File: src/rtl/audio_envelope_pkg.sv
// Shared definitions for the audio envelope block.
//   ENV_W       : width of the volume, envelope and PWM duty values
//   HOLD_FRAMES : frames a tone sustains after its last edge before decaying
//   VOL_RESET   : volume after reset
//   env_state_e : envelope state machine encoding
package audio_envelope_pkg;

    localparam int unsigned ENV_W       = 4;
    localparam int unsigned HOLD_FRAMES = 2;

    localparam logic [ENV_W-1:0] VOL_RESET = ENV_W'(8);

    typedef enum logic [1:0] {
        StIdle,
        StSustain,
        StDecay
    } env_state_e;

endpackage

File: src/rtl/audio_envelope_pwm4.sv
// 4-bit PWM generator.
//   clk   : clock
//   rst_n : asynchronous active-low reset
//   duty  : on-time in sixteenths of the PWM period
//   on    : high while the free-running counter is below duty
module pwm4
    import audio_envelope_pkg::*;
(
    input  logic             clk,
    input  logic             rst_n,
    input  logic [ENV_W-1:0] duty,
    output logic             on
);

    logic [ENV_W-1:0] pwm_cnt_q, pwm_cnt_d;

    always_comb begin
        pwm_cnt_d = pwm_cnt_q + ENV_W'(1);  // wraps 15 -> 0
    end

    always_ff @(posedge clk or negedge rst_n) begin
        if (!rst_n) begin
            pwm_cnt_q <= '0;
        end else begin
            pwm_cnt_q <= pwm_cnt_d;
        end
    end

    // duty 0 never turns on, duty 15 gives 15/16.
    assign on = (pwm_cnt_q < duty);

endmodule

File: src/rtl/audio_envelope.sv
// Volume-controlled envelope and PWM attenuator for a square-wave tone.
//   clk       : clock
//   rst_n     : asynchronous active-low reset
//   vsync     : frame pulse, rising edge advances hold/decay
//   audio_in  : raw square-wave tone
//   vol_up    : single-cycle volume increment
//   vol_down  : single-cycle volume decrement
//   mute      : level-sensitive output silence
//   audio_out : enveloped, PWM-attenuated audio (registered)
//   level     : current effective amplitude (0 while muted)
module audio_envelope
    import audio_envelope_pkg::*;
(
    input  logic             clk,
    input  logic             rst_n,
    input  logic             vsync,
    input  logic             audio_in,
    input  logic             vol_up,
    input  logic             vol_down,
    input  logic             mute,
    output logic             audio_out,
    output logic [ENV_W-1:0] level
);

    localparam logic [1:0] HoldLast = 2'(HOLD_FRAMES);

    env_state_e       state_q, state_d;
    logic [ENV_W-1:0] env_q, env_d;
    logic [ENV_W-1:0] vol_q, vol_d;
    logic [1:0]       hold_q, hold_d;
    logic             a_q, vs_q, armed_q;
    logic             audio_out_d;
    logic             audio_edge, vs_rise, pwm_on;
    logic [1:0]       hold_inc;

    assign audio_edge = audio_in ^ a_q;
    // armed_q masks the first cycle after reset so a vsync already high at
    // release is not mistaken for a rising edge.
    assign vs_rise    = vsync & ~vs_q & armed_q;
    assign hold_inc   = hold_q + 2'd1;

    always_comb begin
        vol_d = vol_q;
        unique case ({vol_up, vol_down})
            2'b10:   if (vol_q != '1) vol_d = vol_q + ENV_W'(1);
            2'b01:   if (vol_q != '0) vol_d = vol_q - ENV_W'(1);
            default: vol_d = vol_q;
        endcase
    end

    always_comb begin
        state_d = state_q;
        env_d   = env_q;
        hold_d  = hold_q;
        if (audio_edge) begin
            // A new edge restarts the envelope and wins over a same-cycle vsync.
            state_d = StSustain;
            env_d   = vol_q;
            hold_d  = '0;
        end else begin
            unique case (state_q)
                StIdle: begin
                    env_d  = '0;
                    hold_d = '0;
                end
                StSustain: begin
                    env_d = vol_q;
                    if (vs_rise) begin
                        hold_d = hold_inc;
                        if (hold_inc == HoldLast) begin
                            state_d = StDecay;
                            env_d   = env_q;
                        end
                    end
                end
                StDecay: begin
                    if (vs_rise) begin
                        if (env_q <= ENV_W'(1)) begin
                            env_d   = '0;
                            state_d = StIdle;
                        end else begin
                            env_d = env_q - ENV_W'(1);
                        end
                    end
                end
                default: begin
                    state_d = StIdle;
                    env_d   = '0;
                    hold_d  = '0;
                end
            endcase
        end
    end

    pwm4 u_pwm4 (
        .clk   (clk),
        .rst_n (rst_n),
        .duty  (env_q),
        .on    (pwm_on)
    );

    assign audio_out_d = audio_in & pwm_on & ~mute;
    assign level       = mute ? '0 : env_q;

    always_ff @(posedge clk or negedge rst_n) begin
        if (!rst_n) begin
            state_q   <= StIdle;
            env_q     <= '0;
            hold_q    <= '0;
            vol_q     <= VOL_RESET;
            a_q       <= 1'b0;
            vs_q      <= 1'b0;
            armed_q   <= 1'b0;
            audio_out <= 1'b0;
        end else begin
            state_q   <= state_d;
            env_q     <= env_d;
            hold_q    <= hold_d;
            vol_q     <= vol_d;
            a_q       <= audio_in;
            vs_q      <= vsync;
            armed_q   <= 1'b1;
            audio_out <= audio_out_d;
        end
    end

endmodule

File: config.mk
export PLATFORM = sky130hd
export DESIGN_NAME = audio_envelope
export DESIGN_NICKNAME = d
export VERILOG_FILES = /design/src/rtl/audio_envelope_pkg.sv /design/src/rtl/audio_envelope_pwm4.sv /design/src/rtl/audio_envelope.sv
export SDC_FILE = /design/constraint.sdc
export NUM_CORES = 1
export LEC_CHECK = 0
export CAP_MARGIN = 20
export CORE_UTILIZATION = 23
export DETAILED_ROUTE_END_ITERATION = 10
export DONT_BUFFER_PORTS = 1
export HOLD_SLACK_MARGIN = 0.05
export SLEW_MARGIN = 20
export SYNTH_ARGS = -nofsm -noshare
export SYNTH_HDL_FRONTEND = slang
export SYNTH_SLANG_ARGS = --single-unit
File: constraint.sdc
create_clock -name clk -period 1.95 [get_ports clk]
set_clock_uncertainty 0.2 [all_clocks]
set_input_delay 0.2925 -clock clk [delete_from_list [all_inputs] [get_ports clk]]
set_output_delay 0.2925 -clock clk [all_outputs]
set_load 0.03 [all_outputs]
==> qor.yml <==
timing:
  setup_tns_ns: 0
  layout_worst_path_cycle_share: 0.933
  finalSetupViolCount: 0
  worst_slew_pin_slew_ns: 0.898
  fin_crit_ns: 1.82
  slew_headroom: 0.399
  setup_slack_ns: 0.132
  fmax_mhz: 550
  rsz0062_at_grt: "no"
  final_hold_viol_count: 0
  drv_slew: 0
flow_run:
  maxCapViolCount: 0
synthesis:
  syn_inst: 111
  synthArstFlopShare: 1.00
  synth-adder-area-share: 0.142
  synthMuxAreaShare: 0.0635
  syn_nets: 131
  seq_area_frac_synth: 0.418
  syn_area_per_cell_um2: 10.8
  synthFlopType: "dfrtp_1"
  synth_simple_gate_area_share: 0.132
  synth.cell_area_mm2: 0.00120
  synth_compound_area_frac: 0.147
  synth_xor_area_frac: 0.0573
  ys.warnings.count: 0
  synth_top_family_by_area: "compound AO/OA/AOI/OAI gates"
  yosysUniqueCellTypes: 36
  synth-edff-count: 0
  synth_seq_cells: 20
pwr:
  p_leak_uw: 0.000677
  p_sw_frac: 0.355
  combPwrFrac: 0.362
  sequentialPowerShare: 0.389
  p_int_uw: 1060
  power_density_mw_per_mm2: 1160
  power_switching_uw: 583
  power_frac_clock: 0.249
  irDropWorstVdd_v: 0.000613
cells_and_area:
  fin_cells: 188
  syn_to_final_growth_pct: 18.1
  diodes: 0
  final_util: 0.291
  drive_gt1_frac: 0.132
  nNetsFinal: 142
global_route:
  antenna_found_initial: 0
  grt_pass1_vias: 863
  grt_pass1_wl_um: 3850
  gr-total-overflow: 0
  grt_max_degree: 21
  grt_usage: 0.0926
place:
  place_inst: 179
  hpwlAfterDp_um: 1670
  place.port_buffers: 0
  gp_congestion: 0.773
  place_ws_ns: 0.0816
status:
  outcome: "finished clean"
worst_hold_path:
  min_to: "hold_q[0]"
  whs_path_depth: 2
  hold_class: "in -> reg"
  hold_path.startpoint: "audio_in"
drt:
  vias_per_cell: 4.53
  dr.first_iter.drc_count: 18
  drt_wl_total_um: 2230
  drt_first_pass_iters: 4
  wl_per_cell_um: 11.9
  ant_nets: 0
  via_count: 851
  drc: 0
cts:
  cts_max_path_buffers: 2
  cts_tree: "yes"
  path_clk_slew_ns: 0.08
  root_buffer: "clkbuf_8"
  clock-sinks: 20
  clk_latency_ns: 0.26
  cts_setup_buffers: 0
  cts_made_buffers: 3
  htree_levels: 1
setup_path:
  r2r_end: "vol_q[3]"
  crit_required_ns: 1.94
  crit_path_cell_trace: "ha_1, a21o_1, a21oi_1, mux2i_1, xor2_1"
  cp.arrival_ns: 1.81
  cpPeakStageDelay_ns: 0.44
  critPathMaxFanout: 5
  cp_slowest_cell: "dfrtp_1"
  reg2reg_slack_ns: 0.13
  crit_type: "reg -> reg"
  reg2reg_depth: 5
  worstReg2RegStart: "vol_q[1]"
  end_kind: "flop"
  start_kind: "flop"
die:
  die_y_um: 74.3
  die_w_um: 74.3
  num_rows: 25
  initial_core_util: 0.246
  die-area_mm2: 0.00552
  ios: 12
  core_mm2: 0.00488
-- cell usage after synthesis, drive strengths merged, types with 3 or more instances --
master / count / area [µm²]
inv: 12 / 45.0
o22ai: 3 / 18.8
a2bb2oi: 4 / 35.0
nor2: 9 / 36.3
dfrtp: 19 / 475
nand3b: 3 / 35.0
a21o: 3 / 22.5
ha: 12 / 150
nand2: 6 / 25.0
o21ai: 3 / 15.0
a21oi: 4 / 20.0
mux2i: 5 / 50.1
xnor2: 4 / 42.6
xor2: 3 / 26.3
-- layout by cell type, fill, tap and decap left out, types with 4 or more instances in the layout --
cell type	instances
a21oi_1	4
a2bb2oi_1	4
dfrtp_1	19
dlygate4sd3_1	5
ha_1	12
inv_1	12
mux2i_1	5
nand2_1	5
nor2_1	6
-- critical path, delay by kind of cell (launching register included) --
kind / cells / cell delay, ns
adder cells (fa/ha/maj): 1 / 0.32
multiplexers: 1 / 0.25
flip-flops: 1 / 0.44
AO/OA/AOI/OAI: 2 / 0.37
XOR/XNOR: 1 / 0.16
-- worst max path at each step --
| stage | end | slack, ns | cells past startpoint | from |
|---|---|---|---|---|
| 4_1_cts | env_q[1] | 0.09 | 6 | state_q[1] |
| 2_1_floorplan | vol_q[3] | 0.22 | 7 | vol_up |
| 5_1_grt | env_q[3] | 0.01 | 6 | env_q[0] |
| 6_report | vol_q[3] | 0.13 | 5 | vol_q[1] |
| 3_3_place_gp | vol_q[3] | 0.17 | 7 | vol_up |
| 3_5_place_dp | vol_q[3] | 0.08 | 7 | vol_up |
-- per-layer routing --
layer,GRT usage,wire length (µm),up-vias
met5,0,0,-
met4,0.0294,23,0
met3,0.0285,81,6
met2,0.149,1090,14
met1,0.119,1040,426
li1,-,-,405
-- power groups by stage --
| stage | Clock, µW | Combinational [µW] | Sequential (µW) |
|---|---|---|---|
| after detailed placement | 0 | 569 | 645 |
| after global placement | 0 | 548 | 638 |
| after CTS | 424 | 590 | 638 |
| after floorplan | 0 | 477 | 610 |
| after global routing | 448 | 675 | 658 |
| final | 410 | 595 | 639 |
-- cell families after synthesis --
| family | count (synthesis) |
|---|---|
| adder cells (fa/ha/maj) | 13 |
| AND/OR/NAND/NOR | 28 |
| multiplexers | 7 |
| XOR/XNOR | 7 |
| other | 1 |
| AO/OA/AOI/OAI | 23 |
| flip-flops | 20 |
| buffers and inverters | 12 |
-- what timing repair did --
item,in CTS,in global routing
endpoints found under the hold margin,23,0
setup endpoints to repair,0,4
resized for setup,0,2
hold buffers,5,0
-- through the flow --
step                total power [µW]  hold slack, ns  area (µm²)
finish                          1640           0.121        1420
global route                    1780           0.131        1420
CTS                             1650           0.114        1410
detailed placement              1210          -0.203        1290
global placement                1190          -0.203        1290
floorplan                       1090          -0.203        1200
-- flip-flops by register name, indices dropped and copies added, names as in the netlist --
signal and cells:
vol_q 4, state_q 2, u_pwm4.pwm_cnt_q 4, vs_q 1, armed_q 1, audio_out 1
hold_q 2, a_q 1, env_q 4
-- layout make-up --
type / instances / area [µm²]
Timing Repair Buffer: 6 / 57.6
Fill cell: 520 / 3460
Sequential cell: 20 / 502
Tap cell: 67 / 83.8
Multi-Input combinational cell: 79 / 659
Clock buffer: 3 / 41.3
Inverter: 12 / 45.0
Clock inverter: 1 / 30.0
(Power assumes the default switching activity.)
